===== src/rtl/registered_combiner_if.sv =====
// +--------------------------------------------------------------------------+
// | registered_combiner_if : two upstream lanes and one combined downstream  |
// | Rev 1.0                                                                  |
// +--------------------------------------------------------------------------+
`default_nettype none

interface registered_combiner_if #(
   parameter int WIDTH0 = 4,
   parameter int WIDTH1 = 4
);
   logic                     iValid_AM0;
   logic                     oReady_AM0;
   logic [WIDTH0-1:0]        iData_AM0;
   logic                     iValid_AM1;
   logic                     oReady_AM1;
   logic [WIDTH1-1:0]        iData_AM1;
   logic                     oValid_BM;
   logic                     iReady_BM;
   logic [WIDTH0+WIDTH1-1:0] oData_BM;

   modport slave (
      input  iValid_AM0, iData_AM0, iValid_AM1, iData_AM1, iReady_BM,
      output oReady_AM0, oReady_AM1, oValid_BM, oData_BM
   );

   modport master (
      output iValid_AM0, iData_AM0, iValid_AM1, iData_AM1, iReady_BM,
      input  oReady_AM0, oReady_AM1, oValid_BM, oData_BM
   );
endinterface

`default_nettype wire


===== src/rtl/registered_combiner.sv =====
// +--------------------------------------------------------------------------+
// | registered_combiner : pairs one word from each lane into {lane0, lane1}.  |
// | Option macro: REGISTERED_COMBINER_OUTREG_EN (extra output skid stage).    |
// | Rev 1.0                                                                  |
// +--------------------------------------------------------------------------+
`default_nettype none

module registered_combiner_lane #(
   parameter int          WIDTH = 4,
   parameter logic [23:0] BURST = "yes"
) (
   input  wire logic             iCLK,
   input  wire logic             iRST,
   input  wire logic             i_valid,
   output logic                  o_ready,
   input  wire logic [WIDTH-1:0] i_data,
   output logic                  o_valid,
   output logic [WIDTH-1:0]      o_data,
   input  wire logic             i_pop
);
   logic             r_valid;
   logic [WIDTH-1:0] r_data;
   logic             r_ready;
   logic             w_push;

   assign w_push  = i_valid & r_ready;
   assign o_ready = r_ready;
   assign o_valid = r_valid;
   assign o_data  = r_data;

   generate
      if (BURST == "yes") begin : g_skid
         logic             r_svalid;
         logic [WIDTH-1:0] r_sdata;

         // Ready tracks only the skid slot, so it never depends on the pop.
         always_ff @(posedge iCLK or negedge iRST) begin
            if (!iRST) begin
               r_valid  <= 1'b0;
               r_data   <= '0;
               r_svalid <= 1'b0;
               r_sdata  <= '0;
               r_ready  <= 1'b0;
            end else if (!r_valid || i_pop) begin
               r_ready <= 1'b1;
               if (r_svalid) begin
                  r_data   <= r_sdata;
                  r_valid  <= 1'b1;
                  r_svalid <= 1'b0;
               end else if (w_push) begin
                  r_data  <= i_data;
                  r_valid <= 1'b1;
               end else begin
                  r_valid <= 1'b0;
               end
            end else if (w_push) begin
               r_sdata  <= i_data;
               r_svalid <= 1'b1;
               r_ready  <= 1'b0;
            end else begin
               r_ready <= !r_svalid;
            end
         end
      end else begin : g_single
         always_ff @(posedge iCLK or negedge iRST) begin
            if (!iRST) begin
               r_valid <= 1'b0;
               r_data  <= '0;
               r_ready <= 1'b0;
            end else if (w_push) begin
               r_data  <= i_data;
               r_valid <= 1'b1;
               r_ready <= 1'b0;
            end else if (i_pop) begin
               r_valid <= 1'b0;
               r_ready <= 1'b1;
            end else begin
               r_ready <= !r_valid;
            end
         end
      end
   endgenerate
endmodule

module registered_combiner #(
   parameter int          WIDTH0 = 4,
   parameter int          WIDTH1 = 4,
   parameter logic [23:0] BURST  = "yes"
) (
   input wire logic iCLK,
   input wire logic iRST,
   registered_combiner_if.slave bus
);
   logic                     w_v0;
   logic                     w_v1;
   logic [WIDTH0-1:0]        w_d0;
   logic [WIDTH1-1:0]        w_d1;
   logic                     w_both;
   logic                     w_out_ready;
   logic                     w_pop;
   logic [WIDTH0+WIDTH1-1:0] w_word;

   assign w_both = w_v0 & w_v1;
   assign w_pop  = w_both & w_out_ready;
   assign w_word = {w_d0, w_d1};

   registered_combiner_lane #(.WIDTH(WIDTH0), .BURST(BURST)) u_lane0 (
      .iCLK    (iCLK),
      .iRST    (iRST),
      .i_valid (bus.iValid_AM0),
      .o_ready (bus.oReady_AM0),
      .i_data  (bus.iData_AM0),
      .o_valid (w_v0),
      .o_data  (w_d0),
      .i_pop   (w_pop)
   );

   registered_combiner_lane #(.WIDTH(WIDTH1), .BURST(BURST)) u_lane1 (
      .iCLK    (iCLK),
      .iRST    (iRST),
      .i_valid (bus.iValid_AM1),
      .o_ready (bus.oReady_AM1),
      .i_data  (bus.iData_AM1),
      .o_valid (w_v1),
      .o_data  (w_d1),
      .i_pop   (w_pop)
   );

`ifdef REGISTERED_COMBINER_OUTREG_EN
   logic w_out_pop;

   assign w_out_pop = bus.oValid_BM & bus.iReady_BM;

   registered_combiner_lane #(.WIDTH(WIDTH0 + WIDTH1), .BURST("yes")) u_outreg (
      .iCLK    (iCLK),
      .iRST    (iRST),
      .i_valid (w_both),
      .o_ready (w_out_ready),
      .i_data  (w_word),
      .o_valid (bus.oValid_BM),
      .o_data  (bus.oData_BM),
      .i_pop   (w_out_pop)
   );
`else
   assign w_out_ready  = bus.iReady_BM;
   assign bus.oValid_BM = w_both;
   assign bus.oData_BM  = w_word;
`endif
endmodule

`default_nettype wire


===== src/flat_wrapper.sv =====
// flat-port wrapper written by rule: the top's interface ports become plain ports
module registered_combiner_flat 
#(
   parameter int          WIDTH0 = 4,
   parameter int          WIDTH1 = 4,
   parameter logic [23:0] BURST  = "   "
)
  (iCLK, iRST, bus_iValid_AM0, bus_iData_AM0, bus_iValid_AM1, bus_iData_AM1, bus_iReady_BM, bus_oReady_AM0, bus_oReady_AM1, bus_oValid_BM, bus_oData_BM);
  registered_combiner_if #(.WIDTH0(WIDTH0), .WIDTH1(WIDTH1)) bus_i ();
  input wire logic iCLK;
  input wire logic iRST;
  input wire logic [$bits(bus_i.iValid_AM0)-1:0] bus_iValid_AM0;
  input wire logic [$bits(bus_i.iData_AM0)-1:0] bus_iData_AM0;
  input wire logic [$bits(bus_i.iValid_AM1)-1:0] bus_iValid_AM1;
  input wire logic [$bits(bus_i.iData_AM1)-1:0] bus_iData_AM1;
  input wire logic [$bits(bus_i.iReady_BM)-1:0] bus_iReady_BM;
  output wire logic [$bits(bus_i.oReady_AM0)-1:0] bus_oReady_AM0;
  output wire logic [$bits(bus_i.oReady_AM1)-1:0] bus_oReady_AM1;
  output wire logic [$bits(bus_i.oValid_BM)-1:0] bus_oValid_BM;
  output wire logic [$bits(bus_i.oData_BM)-1:0] bus_oData_BM;
  assign bus_i.iValid_AM0 = bus_iValid_AM0;
  assign bus_i.iData_AM0 = bus_iData_AM0;
  assign bus_i.iValid_AM1 = bus_iValid_AM1;
  assign bus_i.iData_AM1 = bus_iData_AM1;
  assign bus_i.iReady_BM = bus_iReady_BM;
  assign bus_oReady_AM0 = bus_i.oReady_AM0;
  assign bus_oReady_AM1 = bus_i.oReady_AM1;
  assign bus_oValid_BM = bus_i.oValid_BM;
  assign bus_oData_BM = bus_i.oData_BM;
  registered_combiner #(.WIDTH0(WIDTH0), .WIDTH1(WIDTH1), .BURST(BURST)) u_core (.iCLK(iCLK), .iRST(iRST), .bus(bus_i));
endmodule

===== config.mk =====
export PLATFORM = sky130hd
export DESIGN_NAME = registered_combiner_flat
export DESIGN_NICKNAME = d
export VERILOG_FILES = /design/src/rtl/registered_combiner_if.sv /design/src/rtl/registered_combiner.sv /design/src/flat_wrapper.sv
export SDC_FILE = /design/constraint.sdc
export NUM_CORES = 1
export LEC_CHECK = 0
export CAP_MARGIN = 20
export CORE_AREA = 10 10 47 49
export DETAILED_ROUTE_END_ITERATION = 7
export DIE_AREA = 0 0 57 59
export PLACE_DENSITY = 0.79
export SLEW_MARGIN = 5
export SYNTH_ARGS = -nofsm -noshare
export SYNTH_HDL_FRONTEND = slang
export SYNTH_SLANG_ARGS = --single-unit

===== constraint.sdc =====
create_clock -name iCLK -period 1.4 [get_ports iCLK]
set_input_delay 0.21 -clock iCLK [delete_from_list [all_inputs] [get_ports iCLK]]
set_output_delay 0.21 -clock iCLK [all_outputs]
set_load 0.01 [all_outputs]

==> impl_summary.md <==
Outcome
The flow ran to the end, and the final reports show no timing, DRC or antenna violations.

Power and ir drop
Summed over all cells, the static leakage comes to about 0.38 nW. The worst-case IR drop observed on VDD is 0.000753 V. The power per standard cell area is 1980 mW/mm^2.

Total power for the finished layout comes to approximately 1.5 mW.

STA
For the finished layout, the period the worst path requires is ~1.3 ns. The hold violation total from the final report is 0. Setup violations remaining at the end of the flow were counted as 0.

Headroom to the max-slew limit came out at between 60% and 70%. The number of slew-limit violations in the final report was 0. After layout, the worst path uses 93.2% of the clock period. At the pin with the least slew margin, the transition time is a little over 0.5 ns. Across the routed clock network, the largest skew measured is 0.00230 ns. Setup repair after global routing left no endpoint under its margin. Summed over all failing endpoints, the final setup total negative slack is 0 ns. Timing would allow up to 0.766 GHz.

Floorplanning
The die is 59 um tall. Once the floorplan was initialized, standard cells occupied 32.2% of the core. The number of top-level design ports is 24.

The floorplan row count is 14. The floorplan step defined a die boundary enclosing 0.00336 sq mm. The die is 57 um wide. The floorplan step defined a core boundary enclosing 0.00140 sq mm.

Logic synthesis
The area share of fa/ha/maj cells after synthesis is 0%. The number of nets in the synthesized netlist is 42. The cell area that synthesis handed to floorplanning was 452 sq um. A synthesized cell averages 15.6 sq um. The dominant combinational cell family by area after synthesis is multiplexers. The sequential cell area fraction in the yosys report is between 60% and 70%. The area fraction in and, or, nand and nor cells after synthesis is 5.82%. The fraction of synthesized area in multiplexers is 19.9%.

In this run, distinct cell masters in the synthesized netlist total 7. The area fraction in compound gates after synthesis is 7.76%. Counting flops and latches in the post-synthesis netlist gives 12. Yosys printed 0 warnings.

Counting every instance in the synthesized netlist gives 29. The area share of xor/xnor cells in the synthesized design is 0%.

Route
In the routed design, unresolved DRC markers number 0. The count of nets left with antenna violations once routing finished came out at 0. In this run, the number of DRC markers left after iteration 0 of detailed routing was 4. In the final routed layout, each cell accounts on average for 14.4 um. The wire length after detailed routing is 1020 um. The iteration count of the initial detailed-routing pass is 4. The mean number of vias per cell is 4.63. Detailed routing inserted a total of 329 vias.

CTS
The root buffer cell chosen for the clock tree is sky130_fd_sc_hd__clkbuf_4. The clock tree buffer depth is 2. The total clock buffers created by CTS is 3. CTS built an H-tree with a depth of 1. The clock transition at the registers of the reported paths is 0.07 ns. The cts-stage hold buffer count is 0. TritonCTS built the clock tree.

For the worst-skew pair, the clock arrives at the later sink with an insertion delay of about 0.26 ns. The setup fix buffers added after clock tree synthesis is 0. The number of clock sinks is 12.

Placement
The number of buffers inserted by port buffering is 23. The placed cell count is 68. The congestion estimate from routability-driven global placement came to 0.689. The detailed placement HPWL is 866 um.

Finish
The area used by sequential logic in the layout is 300 sq um. Counting the fill cells in the layout gives 129. The multi-input combinational cell area is 151 sq um. The number of standard cells in the layout, taps in and fillers out is 71. In the final layout, the share of cells above drive strength 1 is 27.3%. From synthesis to final layout, the design area changed by 64.0%.

The antenna diode count is 0. The final layout contains 70 nets.

Global routing
The number of antenna violations at the first check in global routing is 0. Entering global routing, the biggest net connects 13 pins. The via count of the first global-routing pass is between 300 and 400. The first global-routing pass estimated 1670 um of wire. The total track usage is approximately 6.3%.

Global routing finished with a remaining overflow of 0.

Critical path
The largest fanout on the critical path is 4. The kind of start point of the critical path is a register. Data on the critical path arrives at its endpoint at between 1 and 1.5 ns.

The endpoint of the worst-slack reg-to-reg timing path is u_core.u_lane1.o_data[1]. In this run the register-to-register setup slack is 0.42 ns. The worst register-to-register path begins at u_core.u_lane1.o_ready. The endpoint class of the critical path is a primary output.

The critical path is of the register to primary output type. Data on the critical path is required at its endpoint by ~1.2 ns. The number of cell instances on the worst register-to-register path is 2.

Worst hold path
The worst hold-check path type is input port to async pin.

Job
The number of max-capacitance violations reported is 0.
[worst max-delay path by stage]
| stage | from | endpoint | slack (ns) |
|---|---|---|---|
| floorplan | u_core.u_lane0.o_ready | u_core.u_lane0.o_data[0] | 0.43 |
| global placement | bus_iValid_AM0 | u_core.u_lane0.o_data[2] | 0.15 |
| detailed placement | bus_iValid_AM0 | u_core.u_lane0.o_data[1] | 0.14 |
| CTS | u_core.u_lane1.o_data[1] | bus_oData_BM[1] | 0.02 |
| global route | u_core.u_lane1.o_valid | bus_oValid_BM | 0.03 |
| finish | u_core.u_lane1.o_valid | bus_oValid_BM | 0.09 |
[area by class of cell]
cell class	instances	area share [%]
Timing Repair Buffer	23	33.3
Multi-Input combinational cell	17	20.4
Sequential cell	12	40.5
Clock buffer	3	3.04
Tap cell	16	2.70
[routing by layer]
layer,up-vias,global-route usage (%),part of all wire (%),wire length [um]
met1,162,6.10,37,373
met4,0,6.04,2.6,26
li1,156,-,-,-
met3,2,2.36,5.6,57
met2,9,10.2,55,561
met5,-,0,0,0
[what timing repair did]
| item | in CTS | in global routing |
|---|---|---|
| setup endpoints to repair | 3 | 8 |
| pin swaps | 0 | 0 |
| resized for setup | 3 | 8 |
[cell families after synthesis]
family	count (synthesis)
DFF	12
muxes	8
and+or+nand+nor	5
AOI/OAI and AO/OA	4
[power by group]
| group | switching [mW] | total [mW] | internal [mW] |
|---|---|---|---|
| Sequential | 0.103 | 0.629 | 0.525 |
| Combinational | 0.242 | 0.639 | 0.397 |
| Clock | 0.0975 | 0.197 | 0.0991 |
| Total | 0.443 | 1.46 | 1.02 |
[sequential cells by signal (all words and copies together) (netlist names)]
name and count:
u_core.u_lane0.o_data 4, u_core.u_lane1.o_data 4, u_core.u_lane0.o_ready 1, u_core.u_lane0.o_valid 1
u_core.u_lane1.o_ready 1, u_core.u_lane1.o_valid 1
[Yosys cell counts]
| cell type | instances | area, sq um |
|---|---|---|
| sky130_fd_sc_hd__a22o_2 | 2 | 20.0 |
| sky130_fd_sc_hd__nand2_1 | 2 | 7.51 |
| sky130_fd_sc_hd__nand2_2 | 2 | 12.5 |
| sky130_fd_sc_hd__dfrtp_1 | 12 | 300 |
| sky130_fd_sc_hd__a21boi_0 | 2 | 15.0 |
| sky130_fd_sc_hd__mux2_2 | 8 | 90.1 |
| sky130_fd_sc_hd__and2_1 | 1 | 6.26 |
[through the flow]
step                      setup slack [ns]  hold WS, ns  util, %  area [sq um]
after CTS                           0.0168        0.309     51.4           721
after floorplan                      0.429      -0.0856        -           452
after global routing                0.0341        0.312     52.9           741
after detailed placement             0.140        0.497     50.1           702
final                               0.0946        0.293     52.9           741
after global placement               0.146        0.486     50.1           702
[worst max-delay path, cell delays in order, from the launching register on]
cell	delay (ns)
sky130_fd_sc_hd__dfrtp_1	0.40
sky130_fd_sc_hd__and2_1	0.16
sky130_fd_sc_hd__dlygate4sd2_1	0.28
[placed cells by master, fill, tap and decap left out]
| master | instances |
|---|---|
| sky130_fd_sc_hd__a21boi_0 | 2 |
| sky130_fd_sc_hd__a22o_2 | 2 |
| sky130_fd_sc_hd__and2_1 | 1 |
| sky130_fd_sc_hd__clkbuf_4 | 3 |
| sky130_fd_sc_hd__clkdlybuf4s50_1 | 12 |
| sky130_fd_sc_hd__dfrtp_1 | 12 |
| sky130_fd_sc_hd__dlygate4sd2_1 | 3 |
| sky130_fd_sc_hd__dlymetal6s2s_1 | 8 |
| sky130_fd_sc_hd__mux2_2 | 8 |
| sky130_fd_sc_hd__nand2_1 | 2 |
| sky130_fd_sc_hd__nand2_2 | 2 |
Power figures use the tool's default switching activity.
==> RTL edit, RTL diff (same settings) <==
`WIDTH1` is set to 4 in 3 places; all go to 3.
--- a/src/rtl/registered_combiner_if.sv
+++ b/src/rtl/registered_combiner_if.sv
@@ -6,7 +6,7 @@
 
 interface registered_combiner_if #(
    parameter int WIDTH0 = 4,
-   parameter int WIDTH1 = 4
+   parameter int WIDTH1 = 3
 );
    logic                     iValid_AM0;
    logic                     oReady_AM0;
--- a/src/rtl/registered_combiner.sv
+++ b/src/rtl/registered_combiner.sv
@@ -84,7 +84,7 @@
 
 module registered_combiner #(
    parameter int          WIDTH0 = 4,
-   parameter int          WIDTH1 = 4,
+   parameter int          WIDTH1 = 3,
    parameter logic [23:0] BURST  = "yes"
 ) (
    input wire logic iCLK,
--- a/src/flat_wrapper.sv
+++ b/src/flat_wrapper.sv
@@ -2,7 +2,7 @@
 module registered_combiner_flat 
 #(
    parameter int          WIDTH0 = 4,
-   parameter int          WIDTH1 = 4,
+   parameter int          WIDTH1 = 3,
    parameter logic [23:0] BURST  = "   "
 )
   (iCLK, iRST, bus_iValid_AM0, bus_iData_AM0, bus_iValid_AM1, bus_iData_AM1, bus_iReady_BM, bus_oReady_AM0, bus_oReady_AM1, bus_oValid_BM, bus_oData_BM);
Interface: changed (resized bus_iData_AM1 and bus_oData_BM); port bits go from 24 to 22. No check against the original RTL was run, so the function may have changed too.
==> RTL edit against the unedited design <==
- final area fell by 5.6%
- wire length is 9.0% lower
- area after synthesis shrank 5.0%
- sequential cell count is 1 lower
- worst hold slack worse by 0.015 ns
- via count decreased by 7.0%
- total power fell by 4.0%
- synthesized cell count is 6.9% lower
- worst setup slack improved by 0.0088 ns
- clock skew about the same
- largest cell class unchanged
- highest routed layer is now met3
==> RTL edit: results (changes against the unedited design) <==
reg2reg path depth=2 (unchanged); Reg-to-Reg End=u_core.u_lane0.o_data[1]$_DFFE_PN0P_ (was u_core.u_lane1.o_data[1]$_DFFE_PN0P_); R2R setup slack=0.43 ns; # setup viols final=0 (unchanged); CTS H-tree depth=1 (unchanged); Critical Path Fanout Max=4 (unchanged); Final nets=65 (was 70); Port Buf Inserts=21 (was 23); largest net degree at the start of global routing=12 (was 13); leakage=0.372 nW (was 0.385 nW); CP Data Arrival Time=about 1.1 ns; met2 Usage GRT=8.68% (was 10.2%); met3 Resource Use GR=4.72% (was 2.36%); diode count=0 (unchanged); vias per inst=4.50 (was 4.63); max FFs per register=4; initial antenna violation count=0 (unchanged); top cells by count, synth=11 x dfrtp_1, 4 x mux2_4, 3 x mux2_2 (was 12 x dfrtp_1, 8 x mux2_2); DR WL/cell=13.6 um (was 14.4 um); status=finished clean (unchanged); Clock Latency Late Sink=0.26 ns (about the same); CTS clk-pin slew, worst paths=0.07 ns (about the same); first-pass GRT wire length=1610 um (was 1670 um); register area share after synthesis=64.1% (was 66.5%); worst r2r src=u_core.u_lane0.o_ready$_DFF_PN0_ (was u_core.u_lane1.o_ready$_DFF_PN0_); peak supply drop=0.753 mV (about the same); CTS Buf Count=3 (unchanged); clock root buffer=clkbuf_4 (unchanged); detailed placement HPWL=753 um (was 866 um); synth unique cells=9 (was 7); dpl cell area=659 um^2 (was 702 um^2); P_int=0.000987 W (was 0.00102 W); Synth area leaders=dfrtp_1 64%, mux2_4 14%, mux2_2 7.9% (was dfrtp_1 66%, mux2_2 20%, a22o_2 4.4%); final worst clock skew=0.00275 ns (was 0.00230 ns); M1 GR Usage=6.11% (was 6.10%); vias in the first global route=354 (was 367); Synth async-reset ratio=100% (unchanged); Tot GR Track Use=6.11% (was 6.33%); top_reg_cell synth=dfrtp_1 (unchanged); initial drt markers=1 (was 4); Final Wtd Congestion=0.679 (was 0.689); DRT Pass-1 Iters=2 (was 4); layout cells sized above 1=25.0% (was 27.3%); Rel. slew slack=67.5% (was 65.3%); Worst Setup SP=u_core.u_lane1.o_valid$_DFFE_PN0P_ (unchanged); post-synth net total=39 (was 42)
[RTL edit: per-stage QoR]
step	setup WS (ns)	total power, W	hold WS (ns)	instances	util [%]
after global routing	0.0205	0.00152	0.304	68	49.9
final	0.103	0.00141	0.278	68	49.9
after CTS	0.0197	0.00147	0.286	68	48.7
after detailed placement	0.130	0.00129	0.493	64	47.1
after floorplan	0.425	0.000897	-0.0856	27	-
after global placement	0.132	0.00128	0.485	64	47.1
[RTL edit: timing repair]
item / 4_1_cts / 5_1_grt
buffers inserted: 0 / 0
endpoints found under the setup margin: 3 / 7
cloned: 0 / 0
gates resized for setup: 3 / 7
[RTL edit: power by group through the flow]
stage	combinational (W)	clock (W)	sequential [W]
after global routing	0.000683	0.000242	0.000600
final	0.000624	0.000206	0.000576
after floorplan	0.000251	0	0.000646
after CTS	0.000670	0.000220	0.000581
after detailed placement	0.000697	0	0.000589
after global placement	0.000690	0	0.000586
[RTL edit: routing by layer]
layer,up-vias,wire length [um]
met1,148,364
met4,0,0
li1,145,-
met5,-,0
met3,0,116
met2,13,446
[RTL edit: kinds of logic after synthesis]
family / synth area share, %
AO/OA/AOI/OAI: 7.87
flip-flops: 64.1
multiplexers: 21.9
AND/OR/NAND/NOR: 6.12
[RTL edit: cell type report]
class                   count  area (um^2)
clock buffers               4         26.3
fillers                   136          702
multi-input cells          16          154
flip-flops and latches     11          275
well taps                  16         20.0
repair buffers             21          224
[RTL edit: critical path, cell delays in order, from the launching register on]
cell and delay (ns):
dfrtp_1 0.40, and2_1 0.15, dlygate4sd2_1 0.28
